[src/rtl/ctrl_pkg.sv]
// Shared definitions for the pipeline control unit: opcode/funct encodings,
// ALUOp and pc_sel codes, and the per-stage control bundle types.
package ctrl_pkg;

  // Primary opcodes (instruction[31:26])
  localparam logic [5:0] OP_RTYPE = 6'h00;
  localparam logic [5:0] OP_J     = 6'h02;
  localparam logic [5:0] OP_JAL   = 6'h03;
  localparam logic [5:0] OP_BEQ   = 6'h04;
  localparam logic [5:0] OP_BNE   = 6'h05;
  localparam logic [5:0] OP_LW    = 6'h23;
  localparam logic [5:0] OP_SW    = 6'h2b;

  // R-type function codes (instruction[5:0])
  localparam logic [5:0] FN_JR    = 6'h08;
  localparam logic [5:0] FN_JALR  = 6'h09;
  localparam logic [5:0] FN_MFHI  = 6'h10;
  localparam logic [5:0] FN_MFLO  = 6'h12;
  localparam logic [5:0] FN_MULT  = 6'h18;

  // ALUOp codes; carried internally at their native width
  localparam int unsigned ALU_OP_BITS = 2;
  localparam logic [ALU_OP_BITS-1:0] ALUOP_ADD   = 2'b00;
  localparam logic [ALU_OP_BITS-1:0] ALUOP_BR    = 2'b01;
  localparam logic [ALU_OP_BITS-1:0] ALUOP_RTYPE = 2'b10;
  localparam logic [ALU_OP_BITS-1:0] ALUOP_IMM   = 2'b11;

  // Next-PC source select
  localparam int unsigned PC_SEL_W = 2;
  localparam logic [PC_SEL_W-1:0] PC_SEQ    = 2'd0;
  localparam logic [PC_SEL_W-1:0] PC_BRANCH = 2'd1;
  localparam logic [PC_SEL_W-1:0] PC_JUMP   = 2'd2;
  localparam logic [PC_SEL_W-1:0] PC_REG    = 2'd3;

  typedef struct packed {
    logic                   alu_src;
    logic                   reg_dst;
    logic [ALU_OP_BITS-1:0] alu_op;
  } ex_ctrl_t;

  typedef struct packed {
    logic mem_read;
    logic mem_write;
  } mem_ctrl_t;

  typedef struct packed {
    logic reg_write;
    logic mem_to_reg;
    logic ra_write;
  } wb_ctrl_t;

endpackage

[src/rtl/ctrl_decode.sv]
// Pure combinational ID-stage decoder.
// Inputs : i_opcode, i_funct, i_eq (rs==rt)
// Outputs: o_ex/o_mem/o_wb control bundles, o_pc_sel (resolved redirect),
//          o_is_branch (beq/bne), o_is_jreg (jr/jalr),
//          o_is_mult/o_is_mfhilo only when CTRL_MULT_EN is defined.
module ctrl_decode
  import ctrl_pkg::*;
(
  input  logic [5:0]          i_opcode,
  input  logic [5:0]          i_funct,
  input  logic                i_eq,
  output ex_ctrl_t            o_ex,
  output mem_ctrl_t           o_mem,
  output wb_ctrl_t            o_wb,
  output logic [PC_SEL_W-1:0] o_pc_sel,
`ifdef CTRL_MULT_EN
  output logic                o_is_mult,
  output logic                o_is_mfhilo,
`endif
  output logic                o_is_branch,
  output logic                o_is_jreg
);

  always_comb begin
    o_ex        = '0;
    o_mem       = '0;
    o_wb        = '0;
    o_pc_sel    = PC_SEQ;
    o_is_branch = 1'b0;
    o_is_jreg   = 1'b0;
`ifdef CTRL_MULT_EN
    o_is_mult   = 1'b0;
    o_is_mfhilo = 1'b0;
`endif
    case (i_opcode)
      OP_RTYPE: begin
        o_ex.alu_op   = ALUOP_RTYPE;
        o_ex.reg_dst  = 1'b1;
        o_wb.reg_write = 1'b1;
        case (i_funct)
          FN_JR: begin
            o_wb.reg_write = 1'b0;
            o_pc_sel       = PC_REG;
            o_is_jreg      = 1'b1;
          end
          FN_JALR: begin
            o_wb.ra_write = 1'b1;
            o_pc_sel      = PC_REG;
            o_is_jreg     = 1'b1;
          end
`ifdef CTRL_MULT_EN
          // mult writes HI/LO only
          FN_MULT: begin
            o_wb.reg_write = 1'b0;
            o_is_mult      = 1'b1;
          end
          FN_MFHI, FN_MFLO: o_is_mfhilo = 1'b1;
`endif
          default: ;
        endcase
      end
      OP_LW: begin
        o_ex.alu_src      = 1'b1;
        o_ex.alu_op       = ALUOP_ADD;
        o_mem.mem_read    = 1'b1;
        o_wb.mem_to_reg   = 1'b1;
        o_wb.reg_write    = 1'b1;
      end
      OP_SW: begin
        o_ex.alu_src    = 1'b1;
        o_ex.alu_op     = ALUOP_ADD;
        o_mem.mem_write = 1'b1;
      end
      OP_BEQ: begin
        o_ex.alu_op = ALUOP_BR;
        o_is_branch = 1'b1;
        o_pc_sel    = i_eq ? PC_BRANCH : PC_SEQ;
      end
      OP_BNE: begin
        o_ex.alu_op = ALUOP_BR;
        o_is_branch = 1'b1;
        o_pc_sel    = i_eq ? PC_SEQ : PC_BRANCH;
      end
      OP_J: o_pc_sel = PC_JUMP;
      OP_JAL: begin
        o_pc_sel       = PC_JUMP;
        o_wb.ra_write  = 1'b1;
        o_wb.reg_write = 1'b1;
      end
      default: begin
        o_ex.alu_src   = 1'b1;
        o_ex.alu_op    = ALUOP_IMM;
        o_wb.reg_write = 1'b1;
      end
    endcase
  end

endmodule

[src/rtl/ctrl_pipe_unit.sv]
// Pipeline control unit: decodes the ID instruction, carries control through
// ID/EX, EX/MEM and MEM/WB, detects load-use / branch-operand hazards and
// resolves the next-PC select in ID.
// Optional macro CTRL_MULT_EN adds a multiply-busy counter that stalls
// mfhi/mflo and back-to-back mult.
// Ports: clk, rst_n (async active-low); id_* ID-stage fields and comparator;
//        pc_write/ifid_write/if_flush/pc_sel front-end control (combinational);
//        ex_*, mem_*, wb_*, wb_dest registered stage controls.
module ctrl_pipe_unit
  import ctrl_pkg::*;
#(
  parameter int unsigned REG_AW  = 5,
  parameter int unsigned ALUOP_W = 2,
  parameter int unsigned MUL_LAT = 4
) (
  input  logic               clk,
  input  logic               rst_n,
  input  logic [5:0]         id_opcode,
  input  logic [5:0]         id_funct,
  input  logic [REG_AW-1:0]  id_rs,
  input  logic [REG_AW-1:0]  id_rt,
  input  logic [REG_AW-1:0]  id_rd,
  input  logic               id_eq,
  output logic               pc_write,
  output logic               ifid_write,
  output logic               if_flush,
  output logic [1:0]         pc_sel,
  output logic               ex_alu_src,
  output logic               ex_reg_dst,
  output logic [ALUOP_W-1:0] ex_alu_op,
  output logic               mem_read,
  output logic               mem_write,
  output logic               wb_reg_write,
  output logic               wb_mem_to_reg,
  output logic               wb_ra_write,
  output logic [REG_AW-1:0]  wb_dest
);

  localparam int unsigned MUL_CW = 4;

  if (ALUOP_W < 2) begin : g_bad_aluop_w
    $error("ALUOP_W must be at least 2");
  end
  if (MUL_LAT < 2 || MUL_LAT > 15) begin : g_bad_mul_lat
    $error("MUL_LAT must be in 2..15");
  end

  ex_ctrl_t            w_dec_ex;
  mem_ctrl_t           w_dec_mem;
  wb_ctrl_t            w_dec_wb;
  logic [PC_SEL_W-1:0] w_dec_pc_sel;
  logic                w_is_branch;
  logic                w_is_jreg;
  logic [REG_AW-1:0]   w_dest;
  logic                w_stall;
  logic                w_redirect;

  ex_ctrl_t          r_idex_ex;
  mem_ctrl_t         r_idex_mem;
  wb_ctrl_t          r_idex_wb;
  logic [REG_AW-1:0] r_idex_dest;
  mem_ctrl_t         r_exmem_mem;
  wb_ctrl_t          r_exmem_wb;
  logic [REG_AW-1:0] r_exmem_dest;
  wb_ctrl_t          r_memwb_wb;
  logic [REG_AW-1:0] r_memwb_dest;

`ifdef CTRL_MULT_EN
  logic              w_is_mult;
  logic              w_is_mfhilo;
  logic [MUL_CW-1:0] r_mul_cnt;
`endif

  ctrl_decode u_decode (
    .i_opcode    (id_opcode),
    .i_funct     (id_funct),
    .i_eq        (id_eq),
    .o_ex        (w_dec_ex),
    .o_mem       (w_dec_mem),
    .o_wb        (w_dec_wb),
    .o_pc_sel    (w_dec_pc_sel),
`ifdef CTRL_MULT_EN
    .o_is_mult   (w_is_mult),
    .o_is_mfhilo (w_is_mfhilo),
`endif
    .o_is_branch (w_is_branch),
    .o_is_jreg   (w_is_jreg)
  );

  // Writeback destination of the ID instruction
  always_comb begin
    if (w_dec_wb.ra_write)     w_dest = REG_AW'(31);
    else if (w_dec_ex.reg_dst) w_dest = id_rd;
    else                       w_dest = id_rt;
  end

  // Hazard detection; a zero destination never matches
  always_comb begin
    logic ex_wr, ex_ld, mem_ld, ex_rs, ex_rt, mem_rs, mem_rt;
    ex_wr  = r_idex_wb.reg_write   && (r_idex_dest  != '0);
    ex_ld  = r_idex_mem.mem_read   && (r_idex_dest  != '0);
    mem_ld = r_exmem_mem.mem_read  && (r_exmem_dest != '0);
    ex_rs  = (r_idex_dest  == id_rs);
    ex_rt  = (r_idex_dest  == id_rt);
    mem_rs = (r_exmem_dest == id_rs);
    mem_rt = (r_exmem_dest == id_rt);
    w_stall = (ex_ld && (ex_rs || ex_rt))
           || (w_is_branch && ex_wr  && (ex_rs  || ex_rt))
           || (w_is_branch && mem_ld && (mem_rs || mem_rt))
           || (w_is_jreg && ((ex_wr && ex_rs) || (mem_ld && mem_rs)));
`ifdef CTRL_MULT_EN
    if ((r_mul_cnt != '0) && (w_is_mult || w_is_mfhilo)) w_stall = 1'b1;
`endif
  end

  // Redirect is suppressed while stalled and while in reset
  assign w_redirect = rst_n && !w_stall && (w_dec_pc_sel != PC_SEQ);
  assign pc_write   = !w_stall;
  assign ifid_write = !w_stall;
  assign if_flush   = w_redirect;
  assign pc_sel     = w_redirect ? w_dec_pc_sel : PC_SEQ;

  // Stage registers; ID/EX takes a bubble on stall, later stages always advance
  always_ff @(posedge clk or negedge rst_n) begin
    if (!rst_n) begin
      r_idex_ex    <= '0;
      r_idex_mem   <= '0;
      r_idex_wb    <= '0;
      r_idex_dest  <= '0;
      r_exmem_mem  <= '0;
      r_exmem_wb   <= '0;
      r_exmem_dest <= '0;
      r_memwb_wb   <= '0;
      r_memwb_dest <= '0;
    end else begin
      if (w_stall) begin
        r_idex_ex   <= '0;
        r_idex_mem  <= '0;
        r_idex_wb   <= '0;
        r_idex_dest <= '0;
      end else begin
        r_idex_ex   <= w_dec_ex;
        r_idex_mem  <= w_dec_mem;
        r_idex_wb   <= w_dec_wb;
        r_idex_dest <= w_dest;
      end
      r_exmem_mem  <= r_idex_mem;
      r_exmem_wb   <= r_idex_wb;
      r_exmem_dest <= r_idex_dest;
      r_memwb_wb   <= r_exmem_wb;
      r_memwb_dest <= r_exmem_dest;
    end
  end

`ifdef CTRL_MULT_EN
  // Multiply occupancy: load on an issued mult, then count down to zero
  always_ff @(posedge clk or negedge rst_n) begin
    if (!rst_n) begin
      r_mul_cnt <= '0;
    end else if (w_is_mult && !w_stall) begin
      r_mul_cnt <= MUL_CW'(MUL_LAT - 1);
    end else if (r_mul_cnt != '0) begin
      r_mul_cnt <= r_mul_cnt - MUL_CW'(1);
    end
  end
`endif

  assign ex_alu_src    = r_idex_ex.alu_src;
  assign ex_reg_dst    = r_idex_ex.reg_dst;
  assign ex_alu_op     = ALUOP_W'(r_idex_ex.alu_op);
  assign mem_read      = r_exmem_mem.mem_read;
  assign mem_write     = r_exmem_mem.mem_write;
  assign wb_reg_write  = r_memwb_wb.reg_write;
  assign wb_mem_to_reg = r_memwb_wb.mem_to_reg;
  assign wb_ra_write   = r_memwb_wb.ra_write;
  assign wb_dest       = r_memwb_dest;

endmodule

[config.mk]
export PLATFORM = sky130hd
export DESIGN_NAME = ctrl_pipe_unit
export DESIGN_NICKNAME = d
export VERILOG_FILES = /design/src/rtl/ctrl_pkg.sv /design/src/rtl/ctrl_decode.sv /design/src/rtl/ctrl_pipe_unit.sv
export SDC_FILE = /design/constraint.sdc
export NUM_CORES = 1
export LEC_CHECK = 0
export CAP_MARGIN = 20
export CORE_MARGIN = 2
export CORE_UTILIZATION = 44
export CTS_CLUSTER_SIZE = 12
export DETAILED_ROUTE_END_ITERATION = 16
export GPL_ROUTABILITY_DRIVEN = 0
export GPL_TIMING_DRIVEN = 0
export PLACE_DENSITY = 0.79
export SYNTH_ARGS = -nofsm -noshare
export SYNTH_HDL_FRONTEND = slang
export SYNTH_SLANG_ARGS = --single-unit
[constraint.sdc]
create_clock -name clk -period 2.95 [get_ports clk]
set_clock_uncertainty 0.2 [all_clocks]
set_input_delay 0.4425 -clock clk [delete_from_list [all_inputs] [get_ports clk]]
set_output_delay 0.4425 -clock clk [all_outputs]
set_load 0.02 [all_outputs]
==> insert_results.sql, run 1 <==
INSERT INTO impl_metrics (metric_group, metric, value, unit) VALUES
('min_path', 'timing.hold.worst.class', 'flop to flop', ''),
('timing', 'finalSetupViolCount', '0', ''),
('clock_tree', 'cts.path.max_buffers', '2', ''),
('drt', 'drt_iter0_drc', '27', ''),
('grt', 'gr-usage-met1', '23.7', '%'),
('setup_path', 'slowest_cell_delay_on_critical_path', '0.49', 'ns'),
('setup_path', 'worstPathMaxFanout', '4', ''),
('setup_path', 'critical_path_arrival', '2.27', 'ns'),
('timing', 'hold_viol', '0', ''),
('drt', 'detailed_routing_iteration_count_for_the_pre_antenna_repair_pass', '4', ''),
('setup_path', 'reg2reg_to', 'r_idex_mem[1]$_DFF_PN0_', ''),
('logic_synthesis', 'async_reset_ff_share', '100', '%'),
('grt', 'vias_in_the_first_global_route', '1181', ''),
('timing', 'grt_setup_unrepaired', 'true', ''),
('setup_path', 'cp_slowest_cell', 'clkdlybuf4s50_1', ''),
('drt', 'postRouteAntennaNets', '0', ''),
('setup_path', 'worst-endpoint-required', '2.31', 'ns'),
('logic_synthesis', 'portion_of_the_post_synthesis_area_used_by_sequential_elements', '54.0', '%'),
('status', 'status', 'finished, final reports clean', ''),
('die', 'die_y', '60.2', 'um'),
('grt', 'grt.met2_usage', '36.2', '%'),
('drt', 'wl_per_cell', '15.3', 'um'),
('setup_path', 'worstPathCellList', 'clkdlybuf4s50_1 -> xor2_1 -> nor3_2 -> nand3_1 -> a211o_1 -> nand3_4 -> inv_2 -> dlygate4sd2_1', ''),
('setup_path', 'worst-r2r-cell-count', '8', ''),
('logic_synthesis', 'synth_area', '1390', 'um2'),
('setup_path', 'sort_of_element_at_the_end_of_the_critical_path', 'primary output', ''),
('timing', 'timing.final.crit_share', '98.6', '%'),
('timing', 'timing.hold.ws', '0.158', 'ns'),
('setup_path', 'r2r_setup_slack', '0.62', 'ns'),
('final_layout', 'syn2layout_area_growth', '52.1', '%'),
('logic_synthesis', 'syn_avg_cell_area', '11.2', 'um2'),
('grt', 'overflow', '0', ''),
('clock_tree', 'cts_made_buffers', '5', ''),
('die', 'coreArea', '3030', 'um2'),
('setup_path', 'endpoint', 'ifid_write', ''),
('drt', 'num_vias', '1221', ''),
('clock_tree', 'clock_sinks', '30', ''),
('grt', 'globalRouteTotalUtil', '20.5', '%'),
('clock_tree', 'cts_tree', 'yes', ''),
('logic_synthesis', 'syn-instance-count', '124', ''),
('clock_tree', 'clock_tree.root_cell', 'clkbuf_4', ''),
('run', 'cap_viol_max_count', '0', ''),
('die', 'floorplan.die.width', '60.2', 'um'),
('placed_design', 'dpl.cell_count', '217', ''),
('timing', 'relative_max_transition_margin', '47.2', '%'),
('logic_synthesis', 'number_of_synthesized_flops_with_an_enable_pin', '0', ''),
('logic_synthesis', 'ys_types', '31', ''),
('drt', 'wl', '3.57', 'mm'),
('setup_path', 'cp-startpoint', 'id_rt[2]', ''),
('placed_design', 'dp.final_hpwl', '2.47', 'mm'),
('die', 'floorplan.rows', '20', ''),
('power', 'p_leak', '0.953', 'nW'),
('final_layout', 'finalNonFillerCells', '234', ''),
('drt', 'avgViaCountPerCell', '5.22', ''),
('die', 'pin_count', '49', ''),
('setup_path', 'worst_r2r_startpoint', 'r_exmem_dest[2]$_DFF_PN0_', ''),
('logic_synthesis', 'synth-warning-count', '0', ''),
('clock_tree', 'clock_insertion_delay_worst_skew', '0.34', 'ns'),
('drt', 'number_of_remaining_drc_errors', '0', ''),
('final_layout', 'final_instance_area', '2120', 'um2'),
('logic_synthesis', 'synthesis.nets', '154', ''),
('timing', 'finalMaxSlewViolations', '0', ''),
('die', 'initial_core_util', '46.0', '%'),
('final_layout', 'final_nets', '220', ''),
('clock_tree', 'clkTransAtPathRegs', '0.08', 'ns'),
('die', 'die_area', '3630', 'um2'),
('grt', 'grt.met3_usage', '3.46', '%'),
('placed_design', 'numPortBuffers', '48', ''),
('logic_synthesis', 'synth_largest_type_area_fraction', '54.0', '%'),
('logic_synthesis', 'synth.largest_area_cell', 'dfrtp_1', ''),
('timing', 'setup-tns-final', '0', 'ns');
cells in the final DEF (no fill, tap or decap), types with 2 or more instances in the layout:
cell and count:
mux2i_1 5, nand2_1 8, nor3_1 2, nand3_1 5, buf_2 2, buf_4 13
dlymetal6s2s_1 5, a211o_1 2, o21ai_1 2, nor2_1 9, nor2b_1 3, clkinv_2 2
xnor2_1 9, dfrtp_1 30, clkdlybuf4s50_1 33, or4_1 2, nor4b_2 2, a21oi_1 7
nor3_2 3, clkbuf_4 5, inv_1 3, xor2_1 12, nor4_1 2, dlygate4sd2_1 3
clkbuf_2 4
metrics by stage:
| step | total power [W] | setup WS [ns] | util (%) |
|---|---|---|---|
| 2_1_floorplan | 0.000502 | 0.456 | - |
| 3_3_place_gp | 0.000582 | -0.669 | 63.6 |
| 3_5_place_dp | 0.000591 | -0.758 | 64.5 |
| 4_1_cts | 0.000808 | 0.00160 | 67.9 |
| 5_1_grt | 0.000851 | -0.0544 | 69.9 |
| 6_report | 0.000819 | 0.0421 | 69.9 |
area by class of cell:
| cell class | count | area, um2 | share of cell area [%] |
|---|---|---|---|
| Sequential cell | 30 | 751 | 35.5 |
| Clock buffer | 5 | 37.5 | 1.77 |
| Multi-Input combinational cell | 88 | 673 | 31.8 |
| Tap cell | 44 | 55.1 | 2.60 |
| Timing Repair Buffer | 60 | 567 | 26.8 |
| Inverter | 4 | 15.0 | 0.710 |
| Buffer | 1 | 7.51 | 0.355 |
| Clock inverter | 2 | 10.0 | 0.473 |
how the worst min path moves through the flow:
| stage | start | to | slack [ns] | cells past startpoint |
|---|---|---|---|---|
| after floorplan | rst_n | ex_alu_op[0]$_DFF_PN0_ | -0.05 | 0 |
| after global placement | r_idex_mem[0]$_DFF_PN0_ | mem_write$_DFF_PN0_ | 0.13 | 0 |
| after detailed placement | r_exmem_wb[0]$_DFF_PN0_ | wb_ra_write$_DFF_PN0_ | 0.14 | 0 |
| after CTS | r_exmem_wb[0]$_DFF_PN0_ | wb_ra_write$_DFF_PN0_ | 0.16 | 0 |
| after global routing | id_opcode[4] | r_idex_mem[1]$_DFF_PN0_ | 0.15 | 2 |
| final | r_exmem_wb[0]$_DFF_PN0_ | wb_ra_write$_DFF_PN0_ | 0.16 | 0 |
cell families (layout without fill, tap and decap cells):
logic type / Yosys count / after routing / synth area share [%]
muxes: 5 / 5 / 3.60
xor gates and xnor gates: 21 / 21 / 13.2
DFF: 30 / 30 / 54.0
AOI/OAI and AO/OA: 16 / 16 / 7.28
and+or+nand+nor: 46 / 46 / 19.5
buffers and inverters: 6 / 72 / 2.43
cell usage after synthesis (all sizes together) (2+ instances only):
cell type / number
inv: 4
mux2i: 5
nand2: 8
a21oi: 7
dfrtp: 30
nand3: 7
nor3: 5
or4: 2
buf: 2
xnor2: 9
nor4b: 2
xor2: 12
nor2: 10
nor4: 3
a211o: 2
o21ai: 4
nor2b: 4
power by group:
part / total [W] / leakage (nW) / switching (W) / internal [W]
logic: 0.000153 / 0.567 / 0.0000723 / 0.0000808
registers: 0.000443 / 0.355 / 0.0000145 / 0.000428
clock network: 0.000223 / 0.0308 / 0.000138 / 0.0000854
layer usage:
layer | part of all wire (%) | vias up | wire length, um
li1 | - | 562 | -
met5 | 0 | - | 0
met2 | 55 | 52 | 1960
met4 | 2.2 | 0 | 78
met1 | 38 | 595 | 1360
met3 | 4.9 | 12 | 174
critical path, delay by kind of cell:
family | cells | cell delay (ns)
AND/OR/NAND/NOR | 3 | 0.44
buffers and inverters | 3 | 0.84
XOR/XNOR | 1 | 0.19
AO/OA/AOI/OAI | 1 | 0.35
repair_timing:
action / CTS / global route
pin swaps: 7 / 7
endpoints found under the setup margin: 5 / 5
gates resized for setup: 25 / 22
setup buffers: 4 / 7
Note: power is estimated with default switching activity, not from simulation.
==> run 2: changes to the inputs <==
Settings changed: SLEW_MARGIN set to 20.
==> insert_results.sql, run 2 (same netlist as run 1, synthesis figures left out) <==
INSERT INTO impl_metrics (metric_group, metric, value, unit) VALUES
('status', 'status', 'finished, final reports clean', ''),
('die', 'floorplan.rows', '20', ''),
('drt', 'number_of_remaining_drc_errors', '0', ''),
('placed_design', 'place_worst_setup_slack', '-0.750', 'ns'),
('setup_path', 'worst_r2r_startpoint', 'r_exmem_dest[2]$_DFF_PN0_', ''),
('drt', 'avgViaCountPerCell', '5.06', ''),
('run', 'cap_viol_max_count', '0', ''),
('drt', 'postRouteAntennaNets', '0', ''),
('setup_path', 'worst-r2r-cell-count', '7', ''),
('setup_path', 'r2r_setup_slack', '0.62', 'ns'),
('timing', 'finalMaxSlewViolations', '0', ''),
('min_path', 'holdPathStages', '0', ''),
('clock_tree', 'cts_tree', 'yes', ''),
('setup_path', 'cp_slowest_cell', 'clkdlybuf4s50_1', ''),
('die', 'pin_count', '49', ''),
('die', 'coreArea', '3030', 'um2'),
('placed_design', 'numPortBuffers', '48', ''),
('setup_path', 'cp.buffers_inverters', '5', ''),
('die', 'die_y', '60.2', 'um'),
('grt', 'overflow', '0', ''),
('clock_tree', 'htree_levels', '2', ''),
('final_layout', 'layout.cells.most_common', 'clkdlybuf4s50_1', ''),
('grt', 'vias_in_the_first_global_route', '1142', ''),
('setup_path', 'critPathTopFamily', 'buffers and inverters', ''),
('power', 'powerDensity', '407', 'nW/um2'),
('setup_path', 'worstPathCellList', 'clkdlybuf4s50_1 -> nor4b_2 -> nand4b_1 -> buf_4 -> o32a_4 -> nand3_4 -> inv_2 -> buf_4 -> buf_4', ''),
('placed_design', 'dp.final_hpwl', '2.41', 'mm'),
('drt', 'wl_per_cell', '15.1', 'um'),
('setup_path', 'worst-endpoint-required', '2.31', 'ns'),
('timing', 'timing_worst_slew_pin_value', '0.675', 'ns'),
('clock_tree', 'cts.path.max_buffers', '2', ''),
('timing', 'hold_viol', '0', ''),
('final_layout', 'final_nets', '218', ''),
('drt', 'detailed_routing_iteration_count_for_the_pre_antenna_repair_pass', '4', ''),
('drt', 'num_vias', '1178', ''),
('grt', 'globalRouteTotalUtil', '20.8', '%'),
('timing', 'relative_max_transition_margin', '55.0', '%'),
('final_layout', 'syn2layout_area_growth', '50.0', '%'),
('clock_tree', 'clkTransAtPathRegs', '0.10', 'ns'),
('final_layout', 'finalNonFillerCells', '233', ''),
('final_layout', 'fraction_of_final_layout_cells_sized_beyond_drive_strength_1', '22.8', '%'),
('clock_tree', 'clock_sinks', '30', ''),
('timing', 'final_critical_path_setup_slack', '0.0554', 'ns'),
('drt', 'drt_iter0_drc', '44', ''),
('min_path', 'terminating_pin_of_the_worst_hold_path', 'wb_ra_write$_DFF_PN0_', ''),
('placed_design', 'dpl.cell_count', '216', ''),
('timing', 'max_freq', '345', 'MHz'),
('final_layout', 'mostFrequentLayoutCells', 'clkdlybuf4s50_1 (30), dfrtp_1 (28), xor2_1 (12)', ''),
('die', 'die_area', '3630', 'um2'),
('drt', 'wl', '3.51', 'mm'),
('grt', 'grt_pass1_wl', '5.29', 'mm'),
('setup_path', 'crit_path_frequent_cell', 'buf_4', ''),
('clock_tree', 'clock_tree.root_cell', 'clkbuf_4', ''),
('die', 'floorplan.die.width', '60.2', 'um'),
('timing', 'finalSetupViolCount', '0', ''),
('setup_path', 'worst-setup-path-type', 'primary input to primary output', ''),
('final_layout', 'layout.filler_cells', '232', ''),
('die', 'initial_core_util', '46.0', '%'),
('setup_path', 'sort_of_element_at_the_end_of_the_critical_path', 'primary output', ''),
('power', 'peak_supply_drop', '0.209', 'mV'),
('clock_tree', 'clock_insertion_delay_worst_skew', '0.35', 'ns'),
('timing', 'timing.final.crit_share', '98.1', '%'),
('setup_path', 'reg2reg_to', 'ex_alu_op[1]$_DFF_PN0_', ''),
('final_layout', 'antenna_cells_inserted', '0', ''),
('setup_path', 'crit_path_start_kind', 'primary input', ''),
('power', 'p_leak', '0.954', 'nW'),
('timing', 'min_cycle_time_layout', '2.89', 'ns'),
('setup_path', 'worstPathMaxFanout', '7', ''),
('clock_tree', 'cts_made_buffers', '5', ''),
('grt', 'pin_count_of_the_biggest_net_entering_global_routing', '34', ''),
('min_path', 'timing.hold.worst.class', 'flop to flop', ''),
('min_path', 'worst_hold_startpoint', 'r_exmem_wb[0]$_DFF_PN0_', ''),
('setup_path', 'slowest_cell_delay_on_critical_path', '0.45', 'ns'),
('grt', 'grt_antenna_before_repair', '0', ''),
('setup_path', 'critical_path_arrival', '2.25', 'ns');
==> run 2: final cells by class <==
type / instances / area (um2) / area share (%)
flip-flops and latches: 30 / 753 / 36.1
multi-input cells: 88 / 662 / 31.7
plain buffers: 1 / 7.51 / 0.360
inverters: 4 / 15.0 / 0.719
repair buffers: 58 / 531 / 25.4
clock inverters: 2 / 12.5 / 0.600
clock buffers: 6 / 51.3 / 2.46
well taps: 44 / 55.1 / 2.64
==> run 2: metal layers <==
metal / track usage, % / vias up / routed length, um
li1: - / 559 / -
met1: 23.7 / 572 / 1330
met2: 35.9 / 35 / 1920
met3: 3.25 / 12 / 124
met4: 13.3 / 0 / 143
met5: 0 / - / 0
==> run 2: power breakdown <==
group / total [W] / switching [W] / internal, W
combinational: 0.000143 / 0.0000678 / 0.0000747
sequential: 0.000444 / 0.0000152 / 0.000429
clock: 0.000263 / 0.000149 / 0.000114
==> run 2: per-stage QoR <==
step                util (%)  total power, W  hold slack [ns]  setup TNS, ns  cell area (um2)
global placement        63.6        0.000582            0.135          -2.97             1930
CTS                     67.4        0.000849            0.158              0             2040
global route            68.9        0.000883            0.162        -0.0317             2090
finish                  68.9        0.000849            0.156              0             2090
detailed placement      63.5        0.000585            0.135          -3.33             1920
floorplan                  -        0.000502          -0.0531              0             1390
==> run 2: how the worst max path moves through the flow <==
| stage | start | slack [ns] | to | depth (start not counted) |
|---|---|---|---|---|
| floorplan | r_exmem_dest[1]$_DFF_PN0_ | 0.46 | if_flush | 7 |
| CTS | r_exmem_dest[1]$_DFF_PN0_ | 0.0009 | ifid_write | 7 |
| detailed placement | id_opcode[5] | -0.75 | pc_write | 10 |
| finish | id_funct[3] | 0.06 | pc_write | 9 |
| global route | id_funct[3] | -0.03 | pc_write | 9 |
| global placement | id_opcode[5] | -0.67 | pc_write | 10 |
==> run 2: what timing repair did <==
action / CTS / global route
pin swaps: 9 / 8
endpoints found under the hold margin: 30 / 0
hold buffers: 1 / 0
setup buffers: 4 / 5
gates resized for setup: 25 / 27
endpoints found under the setup margin: 5 / 5
